### config.mk
export PLATFORM = sky130hd
export DESIGN_NAME = switch_debounce_mmio_flat
export DESIGN_NICKNAME = d
export VERILOG_FILES = /design/src/rtl/switch_debounce_mmio_if.sv /design/src/rtl/switch_debounce_mmio.sv /design/src/flat_wrapper.sv
export SDC_FILE = /design/constraint.sdc
export NUM_CORES = 1
export LEC_CHECK = 0
export ABC_AREA = 1
export ABC_CLOCK_PERIOD_IN_PS = 1900
export CAP_MARGIN = 20
export CORE_MARGIN = 2
export CORE_UTILIZATION = 35
export CTS_CLUSTER_SIZE = 14
export DETAILED_ROUTE_END_ITERATION = 16
export SKIP_LAST_GASP = 1
export SLEW_MARGIN = 20
export SYNTH_ARGS = -nofsm -noshare
export SYNTH_HDL_FRONTEND = slang
export SYNTH_SLANG_ARGS = --single-unit
### constraint.sdc
create_clock -name clk_i -period 1.9 [get_ports clk_i]
set_input_delay 0.38 -clock clk_i [delete_from_list [all_inputs] [get_ports clk_i]]
set_output_delay 0.38 -clock clk_i [all_outputs]
set_load 0.03 [all_outputs]
### src/rtl/switch_debounce_mmio_if.sv
`default_nettype none
// ============================================================================
// Module   : switch_debounce_mmio_if
// Purpose  : CPU I/O bus bundle for the switch debounce register block.
//            The master (CPU side) drives the address, store enable and
//            store data. The slave (peripheral) returns the read data and
//            a select flag.
// Signals  : addr_i  [31:0] bus address (ALU result)
//            we_i           store enable
//            wdata_i [31:0] store data
//            rdata_o [31:0] combinational read data
//            sel_o          address hits one of this block's registers
// Revision : 1.0 - initial release
// ============================================================================
interface switch_debounce_mmio_if;
    logic [31:0] addr_i;
    logic        we_i;
    logic [31:0] wdata_i;
    logic [31:0] rdata_o;
    logic        sel_o;

    modport master (
        output addr_i,
        output we_i,
        output wdata_i,
        input  rdata_o,
        input  sel_o
    );

    modport slave (
        input  addr_i,
        input  we_i,
        input  wdata_i,
        output rdata_o,
        output sel_o
    );
endinterface
`default_nettype wire

### src/rtl/switch_debounce_mmio.sv
`default_nettype none
// ============================================================================
// Module   : switch_debounce_mmio
// Purpose  : Synchronises and debounces 24 raw DIP switches. Exposes the
//            debounced levels and a sticky write-1-to-clear change register
//            on the CPU I/O bus.
// Ports    : clk_i         CPU clock (rising edge)
//            rst_i         synchronous active-high reset
//            switch_i[23:0] raw asynchronous switch levels
//            bus           I/O bus (slave modport)
//            switch_o[23:0] debounced switch levels (registered)
//            changed_o     OR of all sticky change bits
// Registers: BASE_ADDR     read-only  {8'b0, switch_o}
//            BASE_ADDR+4   W1C        {8'b0, chg}
// Revision : 1.0 - initial release
// ============================================================================
module switch_debounce_mmio #(
    parameter int unsigned SAMPLE_DIV = 25000,
    parameter int unsigned STABLE_CNT = 4,
    parameter logic [31:0] BASE_ADDR  = 32'hFFFF_F070
) (
    input  logic                         clk_i,
    input  logic                         rst_i,
    input  logic [23:0]                  switch_i,
    switch_debounce_mmio_if.slave        bus,
    output logic [23:0]                  switch_o,
    output logic                         changed_o
);

    localparam int unsigned c_tick_w = (SAMPLE_DIV > 1) ? $clog2(SAMPLE_DIV) : 1;
    localparam int unsigned c_stab_w = $clog2(STABLE_CNT + 1);

    localparam logic [c_tick_w-1:0] c_tick_last = c_tick_w'(SAMPLE_DIV - 1);
    localparam logic [c_tick_w-1:0] c_tick_one  = c_tick_w'(1);
    localparam logic [c_stab_w-1:0] c_stab_last = c_stab_w'(STABLE_CNT - 1);
    localparam logic [c_stab_w-1:0] c_stab_one  = c_stab_w'(1);
    localparam logic [31:0]         c_chg_addr  = BASE_ADDR + 32'd4;

    logic [23:0]         r_sync1;
    logic [23:0]         r_sync2;
    logic [c_tick_w-1:0] r_tick_cnt;
    logic [23:0]         r_switch;
    logic [23:0]         r_chg;

    logic                w_tick;
    logic [23:0]         w_accept;
    logic [23:0]         w_clr;
    logic                w_hit_data;
    logic                w_hit_chg;
    logic [31:0]         w_rdata;
    logic                w_unused;

    // Two-flop synchroniser; nothing downstream sees switch_i directly.
    always_ff @(posedge clk_i) begin
        if (rst_i) begin
            r_sync1 <= '0;
            r_sync2 <= '0;
        end else begin
            r_sync1 <= switch_i;
            r_sync2 <= r_sync1;
        end
    end

    // Sample tick: one cycle out of every SAMPLE_DIV.
    assign w_tick = (r_tick_cnt == c_tick_last);

    always_ff @(posedge clk_i) begin
        if (rst_i) begin
            r_tick_cnt <= '0;
        end else if (w_tick) begin
            r_tick_cnt <= '0;
        end else begin
            r_tick_cnt <= r_tick_cnt + c_tick_one;
        end
    end

    // Per-bit stability counter. It counts ticks on which the synchronised
    // input disagrees with the accepted level. The STABLE_CNT-th consecutive
    // disagreeing tick accepts the new level, and any agreeing tick discards
    // the progress made so far.
    for (genvar gi = 0; gi < 24; gi++) begin : g_bit
        logic [c_stab_w-1:0] r_stab;
        logic                w_differs;

        assign w_differs    = (r_sync2[gi] != r_switch[gi]);
        assign w_accept[gi] = w_tick && w_differs && (r_stab == c_stab_last);

        always_ff @(posedge clk_i) begin
            if (rst_i) begin
                r_stab <= '0;
            end else if (w_tick) begin
                if (!w_differs || (r_stab == c_stab_last)) begin
                    r_stab <= '0;
                end else begin
                    r_stab <= r_stab + c_stab_one;
                end
            end
        end
    end

    // Bus decode: exact match only, so no aliasing.
    assign w_hit_data = (bus.addr_i == BASE_ADDR);
    assign w_hit_chg  = (bus.addr_i == c_chg_addr);
    assign w_clr      = (bus.we_i && w_hit_chg) ? bus.wdata_i[23:0] : 24'h0;

    // The upper store-data byte has no register bits behind it.
    assign w_unused   = ^bus.wdata_i[31:24];

    // Accepted bits load the synchronised level. In chg, the set term is
    // ORed in after the clear, so a change in the same cycle as a W1C of
    // that bit survives.
    always_ff @(posedge clk_i) begin
        if (rst_i) begin
            r_switch <= '0;
            r_chg    <= '0;
        end else begin
            r_switch <= (r_switch & ~w_accept) | (r_sync2 & w_accept);
            r_chg    <= (r_chg & ~w_clr) | w_accept;
        end
    end

    always_comb begin
        w_rdata = 32'h0;
        if (w_hit_data) begin
            w_rdata = {8'h0, r_switch};
        end else if (w_hit_chg) begin
            w_rdata = {8'h0, r_chg};
        end
    end

    assign bus.rdata_o = w_rdata;
    assign bus.sel_o   = w_hit_data | w_hit_chg;
    assign switch_o    = r_switch;
    assign changed_o   = |r_chg;

endmodule
`default_nettype wire

### src/flat_wrapper.sv
// flat-port wrapper written by rule: the top's interface ports become plain ports
module switch_debounce_mmio_flat 
#(
    parameter int unsigned SAMPLE_DIV = 25000,
    parameter int unsigned STABLE_CNT = 4,
    parameter logic [31:0] BASE_ADDR  = 32'hFFFF_F070
)
  (clk_i, rst_i, switch_i, switch_o, changed_o, bus_addr_i, bus_we_i, bus_wdata_i, bus_rdata_o, bus_sel_o);
  switch_debounce_mmio_if bus_i ();
  input  logic clk_i;
  input  logic rst_i;
  input  logic [23:0] switch_i;
  output logic [23:0] switch_o;
  output logic changed_o;
  input wire logic [$bits(bus_i.addr_i)-1:0] bus_addr_i;
  input wire logic [$bits(bus_i.we_i)-1:0] bus_we_i;
  input wire logic [$bits(bus_i.wdata_i)-1:0] bus_wdata_i;
  output wire logic [$bits(bus_i.rdata_o)-1:0] bus_rdata_o;
  output wire logic [$bits(bus_i.sel_o)-1:0] bus_sel_o;
  assign bus_i.addr_i = bus_addr_i;
  assign bus_i.we_i = bus_we_i;
  assign bus_i.wdata_i = bus_wdata_i;
  assign bus_rdata_o = bus_i.rdata_o;
  assign bus_sel_o = bus_i.sel_o;
  switch_debounce_mmio #(.SAMPLE_DIV(SAMPLE_DIV), .STABLE_CNT(STABLE_CNT), .BASE_ADDR(BASE_ADDR)) u_core (.clk_i(clk_i), .rst_i(rst_i), .switch_i(switch_i), .bus(bus_i), .switch_o(switch_o), .changed_o(changed_o));
endmodule
### After elaboration in Yosys (flattened, before gate mapping)

Cells that the tools add are included.

* bits of input ports: 91
* register bits after elaboration: 183

* equality and inequality tests: 51
* muxes and demuxes: 27
* add/sub/neg operators: 25
* reductions and logical operators: 99
* bitwise operators: 8

Operators with widths (count)
* $add 3x1->3 const B: 24
* $and 24x24->24: 3
* $eq 3x2->1 const B: 24
* $mux 3: 24
* $eq 32x32->1 const B: 2
* $logic_and 1x1->1: 49
* $mux 24: 2
* $not 24->24: 2
* $or 24x24->24: 2
* $mux 32: 1
* $logic_not 1->1: 24
* $logic_or 1x1->1: 24
* $ne 1x1->1: 24
* $reduce_or 24->1: 1
* $add 15x1->15 const B: 1
* $eq 15x15->1 const B: 1
* $reduce_or 2->1: 1
* $or 1x1->1: 1

### Depth between registers and ports, before layout

Gate-level depths: netlist of run 1.

* depth in word-level cells: 6
* mapped depth: 10
* gate-level depth less buffers: 10

### Worst setup path after synthesis of run 1

Ideal clock, no wire load.

* path type: in2out
* start point: input port bus_addr_i[17]
* end point: output port bus_rdata_o[11]
* setup slack: -0.285 ns
* arrival time: 1.805 ns
* cell stages on the path: 7
* path through: nand2_1 > nor2_1 > nand2_1 > nor2_2 > nand2_1 > clkbuf_1 > o21ai_0

* cells in the longest elaborated chain, start to end: 3
* elaborated cells between the ends (all ways): 4
* those cells by class: 2 x eq/ne; 2 x mux

Ends and longest elaborated chain
* from (decl): line flat_wrapper.sv:15 `input wire logic [$bits(bus_i.addr_i)-1:0] bus_addr_i;`
* $eq 32x32->1: line switch_debounce_mmio.sv:103 `assign w_hit_chg = (bus.addr_i == c_chg_addr);`
* $mux 24: line switch_debounce_mmio.sv:126 `end else if (w_hit_chg) begin`
* $mux 32 (*): line switch_debounce_mmio.sv:124 `if (w_hit_data) begin`
* to (decl): line flat_wrapper.sv:18 `output wire logic [$bits(bus_i.rdata_o)-1:0] bus_rdata_o;`

Every way passes the cells marked *; elsewhere a longest branch is shown, timed or not.

### Final worst setup path of run 1

* start point: register u_core.r_chg[9]
* end point: output port changed_o

* cells in the longest elaborated chain, start to end: 1

Ends and longest elaborated chain
* from (decl): line switch_debounce_mmio.sv:43 `logic [23:0] r_chg;`
* from (signal assigned): line switch_debounce_mmio.sv:118 `r_chg <= (r_chg & ~w_clr) | w_accept;`
* $reduce_or 24->1: line switch_debounce_mmio.sv:134 `assign changed_o = |r_chg;`
* to (decl): line flat_wrapper.sv:14 `output logic changed_o;`

Every way passes these cells.

==> qor.txt, run 1 <==
# fillers = 2,324
Initial DRC count = 370
Residual DRC count = 0
Run status = finished with violations
Synth unique cells = 29
Initial core utilization = 35.68%
CTS tree = built
Post-synth EDFFs = 0
Fraction of registers with async set/reset = 0%
Deepest clock path buffer count = 2
Vias in the first global route = 7,374
Root Driver = clkbuf_16
Antenna Nets Post-Route = 0
CTS Buf Count = 17
Total number of vias = 7,618
Final period utilization = 107.0%
Die area = 25,180 sq um
Largest net degree at the start of global routing = 44
CTS H-tree depth = 4
Crit path cell chain = inv_2, nand4_1, nor4_4, nand4_1, buf_6
IO Count = 149
Die H = 158.7 um
Drt wl/cell = 14.49 um
Register area share after synthesis = 43.74%
Vias per Instance = 4.714
CP max stage delay = 0.32 ns
CP Capture Type = output port
CP arrival = 1.65 ns
Synth Register Bits = 183
GRT Overall Usage = 18.90%
Average cell area after synthesis = 7.296 sq um
Global-route wire length before repair = 37,050 um
Tmin final = 2.033 ns
Power per Cell Area = 712.0 nW/um^2
N_diodes = 0
CP Class = flop to output port
Post-Layout Cell Count = 1,616
HPWL Detailed = 15,450 um
Count of final setup violators = 16
Top FF cell, synth = dfxtp_1
CP max FO = 2
Clock latency on the worst-skew pair = 0.43 ns
Die width = 158.7 um
Max-slew headroom = 63.84%
Most used cell, CP = nand4_1
Mapped cell area = 8376 sq um
Placeable core area = 23,470 sq um
Total Wirelength = 23,420 um
Remaining Overflow, GRT = 0
Most common cell after layout, fill and taps aside = nand2_1
Req. time, crit path = 1.52 ns
Max-slew violations = 0
Slew @ Worst Pin = 0.5424 ns
Port Buffer Count = 132
Failing checks = negative setup slack
Worst setup margin = -0.1331 ns
Drt pass-1 iters = 5
Most frequent cells in the layout = nand2_1, dfxtp_1, inv_1
Multi-input logic area = 4234 sq um
Rows = 56
Worst min-delay path category = flop to flop
Standby leakage power = 5.112 nW
Yosys warns = 0
Register Area = 3664 sq um
Unrepaired setup endpoints after global routing = yes
CP max stage cell = dfxtp_1
NumNets Final = 1,424
Peak supply drop = 0.5198 mV
Initial antenna violation count = 0
Worst Skew = 0.006155 ns
DP Worst Slack = -0.5085 ns
Ratio of cells with drive above 1 in the final layout = 14.80%
Placed Cells incl. Taps = 1,575
TritonCTS Sinks = 183
Setup crit start kind = flop
Synth Instances = 1,148
Final core occ = 47.68%
Fmax = 491.9 MHz
Area grow syn2layout = 33.61%
Max cap viols = 0
Final hold viol count = 0
Final instance area = 11,190 sq um
RePlAce Congestion = 0.8196
Clk slew on worst S/H paths = 0.06 ns
Placed cell area = 10,040 sq um
per-stage QoR:
step           total power [mW]  TNS (ns)  hold WS (ns)
2_1_floorplan             4.187    -3.105        0.3883
3_3_place_gp              4.420    -13.32        0.3888
3_5_place_dp              4.421    -13.91        0.3925
4_1_cts                   8.033    -1.176        0.4015
5_1_grt                   8.220    -2.531        0.4210
6_report                  7.967   -0.8384        0.4008
what timing repair did:
item                                    4_1_cts  5_1_grt
gates cloned                                  4        1
hold buffers                                  0        0
pin swaps                                    28       21
resized for setup                           182       78
endpoints found under the hold margin         0        0
endpoints found under the setup margin       36       37
setup buffers                                 4        3
report_power, final:
part | leakage (nW) | total [mW] | switching (mW) | internal, mW
sequential | 1.48 | 3.91 | 0.0257 | 3.89
combinational | 3.34 | 0.418 | 0.222 | 0.196
clock | 0.284 | 3.64 | 1.46 | 2.18
total | 5.11 | 7.97 | 1.71 | 6.26
worst paths after layout:
kind                                                          to  slack, ns  cells after the start                            start
worst max register to register  u_core.r_tick_cnt[10]$_SDFF_PP0_       0.24                     10  u_core.r_tick_cnt[0]$_SDFF_PP0_
worst min-delay path               u_core.r_sync2[19]$_SDFF_PP0_       0.40                      2    u_core.r_sync1[19]$_SDFF_PP0_
worst min register to register     u_core.r_sync2[19]$_SDFF_PP0_       0.40                      2    u_core.r_sync1[19]$_SDFF_PP0_
worst max-delay path                                   changed_o      -0.13                      5       u_core.r_chg[9]$_SDFF_PP0_
per-layer routing:
metal	part of all wire [%]	wire [um]	global-route usage, %	vias up
met5	0	0	0	-
met4	2.3	529	8.237	0
met3	5.2	1228	3.430	31
met2	49	11460	32.47	167
met1	44	10210	23.10	3509
li1	-	-	-	3911
worst max-delay path, delay by kind of cell (launching register included):
kind | cells | cell delay [ns]
DFF | 1 | 0.32
and+or+nand+nor | 3 | 0.64
buffers and inverters | 2 | 0.26
cell usage after synthesis (2+ instances only):
| cell | count | area [sq um] |
|---|---|---|
| nand2_1 | 263 | 987.2 |
| dfxtp_1 | 183 | 3664 |
| inv_1 | 152 | 570.6 |
| nor2_1 | 146 | 548.0 |
| nand3_1 | 57 | 285.3 |
| o21ai_0 | 54 | 270.3 |
| ha_1 | 49 | 613.1 |
| nor3_1 | 45 | 225.2 |
| nand4_1 | 44 | 275.3 |
| a21oi_1 | 30 | 150.1 |
| xor2_1 | 27 | 236.5 |
| buf_2 | 19 | 95.09 |
| clkbuf_1 | 18 | 67.56 |
| buf_4 | 13 | 97.59 |
| o22ai_1 | 12 | 75.07 |
| o21ai_1 | 9 | 45.04 |
| nor4_1 | 5 | 31.28 |
| buf_1 | 4 | 15.01 |
| inv_2 | 4 | 15.01 |
| nor2_2 | 3 | 18.77 |
| and2_1 | 2 | 12.51 |
| nor3_2 | 2 | 20.02 |
layout make-up:
| class | count | share of cell area, % |
|---|---|---|
| clock buffer | 25 | 4.338 |
| tap | 319 | 3.567 |
| timing repair inverter | 1 | 0.1453 |
| clock inverter | 7 | 1.051 |
| inverter | 156 | 5.400 |
| timing repair buffer | 164 | 14.93 |
| sequential | 183 | 32.74 |
| multi-input combinational | 761 | 37.84 |
logic make-up after synthesis:
group           after synthesis  synth area share, %
flops                       183                43.74
simple gates                572                29.28
buf+inv                     211                10.34
fa+ha+maj                    49                7.320
compound gates              105                6.453
xor+xnor                     27                2.823
other cells                   1              0.04477
No activity file was read; power rests on OpenSTA's default activity.
==> inputs of run 2 (changes only) <==
DONT_BUFFER_PORTS = 1   (was not set)
==> run 2 against run 1 <==
Against the previous run:
- the run still ends with negative setup slack left
- flip-flop and latch count unchanged
- final cell count is 5.1% lower
- clock power barely moved
- die area did not move
- non-clock buffer count shrank 82
- setup slack worse by 0.064 ns
- critical path depth stayed put
- critical endpoint unchanged
- largest power group unchanged
==> qor.txt, run 2 (synthesis results as in run 1) <==
CP max stage cell = dfxtp_1
Final period utilization = 110.4%
Clock latency on the worst-skew pair = 0.43 ns
TritonCTS Sinks = 183
Setup crit start kind = flop
Root Driver = clkbuf_16
R2R setup slack = 0.18 ns
Buf+Inv Stages, Crit Path = 2
Largest net degree at the start of global routing = 88
DP Worst Slack = -0.08402 ns
Count of final setup violators = 1
Peak supply drop = 0.5610 mV
Drt pass-1 iters = 5
CTS Buf Count = 17
Final hold viol count = 0
Tmin final = 2.097 ns
Vias per Instance = 4.741
Crit path cell chain = inv_1, nand2_1, nor4_2, nand4_1, buf_4
Placed cell area = 9133 sq um
Run status = finished with violations
Total Wirelength = 21,470 um
Worst min-delay path category = input port to flop
Most frequent cells in the layout = nand2_1, dfxtp_1, inv_1
Max-slew headroom = 58.29%
Initial DRC count = 384
Slew @ Worst Pin = 0.6256 ns
Fmax = 476.9 MHz
Final instance area = 9985 sq um
CP max FO = 2
Cell family with most CP delay = simple AND/OR/NAND/NOR gates
Worst setup margin = -0.1968 ns
Port Buffer Count = 0
HPWL Detailed = 14,750 um
Die H = 158.7 um
Die width = 158.7 um
Ratio of cells with drive above 1 in the final layout = 13.36%
Worst Skew = 0.01127 ns
Cells on worst reg2reg path = 9
Antenna Nets Post-Route = 0
Placeable core area = 23,470 sq um
FF-to-FF End = u_core.r_tick_cnt[3]$_SDFF_PP0_
Hold EP = u_core.r_sync1[14]$_SDFF_PP0_
Standby leakage power = 4.381 nW
Sum Neg Setup Slack = -0.1968 ns
CP Class = flop to output port
Startpoint of the worst hold path = rst_i
Max cap viols = 0
Worst r2r src = u_core.r_tick_cnt[0]$_SDFF_PP0_
CP Capture Type = output port
GRT Overall Usage = 17.37%
CTS H-tree depth = 4
Hold Path Depth = 1
Failing checks = negative setup slack
Deepest clock path buffer count = 2
Global-route wire length before repair = 34,130 um
Unrepaired setup endpoints after global routing = yes
Req. time, crit path = 1.52 ns
Residual DRC count = 0
CTS tree = built
Power per Cell Area = 776.5 nW/um^2
Hold Buf Count CTS = 0
Die area = 25,180 sq um
Critical path depth = 5
Rows = 56
Total number of vias = 7,268
Initial antenna violation count = 0
RePlAce Congestion = 0.8609
Clk slew on worst S/H paths = 0.06 ns
CP max stage delay = 0.31 ns
Drt wl/cell = 14.00 um
Area grow syn2layout = 19.21%
NumNets Final = 1,341
Max-slew violations = 0
IO Count = 149
CP arrival = 1.72 ns
Remaining Overflow, GRT = 0
Initial core utilization = 35.68%
Most common cell after layout, fill and taps aside = nand2_1
Vias in the first global route = 6,926
## run 2: changes by cell type in the layout (fill, tap and decap cells not counted), moves of 5 or more
cell,delta
clkdlybuf4s50_1,-53
buf_4,+47
buf_6,-36
buf_2,-16
dlygate4sd2_1,-10
dlymetal6s2s_1,-10
nand2_4,-10
o22ai_1,+9
nand2_1,+7
buf_12,-5
inv_1,+5
o22ai_2,-5
## run 2: metal layers
layer	vias up	global-route usage (%)	routed length (um)
met5	-	0	0
met4	0	7.250	437
met3	26	3.130	939
met2	147	29.87	10390
met1	3334	21.34	9702
li1	3761	-	-
## run 2: per-stage QoR
step	total power, mW	hold slack (ns)	utilization [%]	cells
6_report	7.753	0.01705	42.54	1533
5_1_grt	8.049	0.001277	42.53	1532
4_1_cts	7.839	0.002247	41.90	1534
3_5_place_dp	4.198	0.3920	38.91	1493
3_3_place_gp	4.194	0.3886	38.91	1493
2_1_floorplan	4.187	0.3883	-	1155
## run 2: worst max path at each step
stage	endpoint	from	slack, ns
after floorplan	bus_rdata_o[10]	bus_addr_i[7]	-0.20
after global routing	changed_o	u_core.r_chg[15]$_SDFF_PP0_	-0.31
after global placement	bus_rdata_o[11]	bus_addr_i[17]	-0.08
after CTS	changed_o	u_core.r_chg[16]$_SDFF_PP0_	-0.19
final	changed_o	u_core.r_chg[13]$_SDFF_PP0_	-0.20
after detailed placement	bus_rdata_o[11]	bus_addr_i[21]	-0.08
## run 2: worst reg2reg max path: cells and delay by family, from the launching register on
| family | cells | cell delay [ns] |
|---|---|---|
| AO/OA/AOI/OAI | 1 | 0.11 |
| flip-flops | 1 | 0.32 |
| AND/OR/NAND/NOR | 4 | 0.34 |
| adder cells (fa/ha/maj) | 1 | 0.24 |
| buffers and inverters | 3 | 0.66 |
## run 2: cell type report
class,instances,area [sq um]
fillers,2381,13490
multi-input cells,761,4016
flip-flops and latches,183,3664
repair buffers,82,709.4
inverters,156,590.6
clock buffers,20,456.7
well taps,319,399.1
clock inverters,11,146.4
diodes,1,2.502
## run 2: what timing repair did
action / 4_1_cts / 5_1_grt
cloned: 0 / 1
buffers inserted: 10 / 1
pin swaps: 3 / 12
setup endpoints to repair: 24 / 63
resized for setup: 6 / 48
## run 2: power by group
part	switching [mW]	leakage [nW]	internal [mW]
Clock	1.50	0.293	2.14
Combinational	0.145	2.60	0.0541
Sequential	0.0259	1.48	3.89
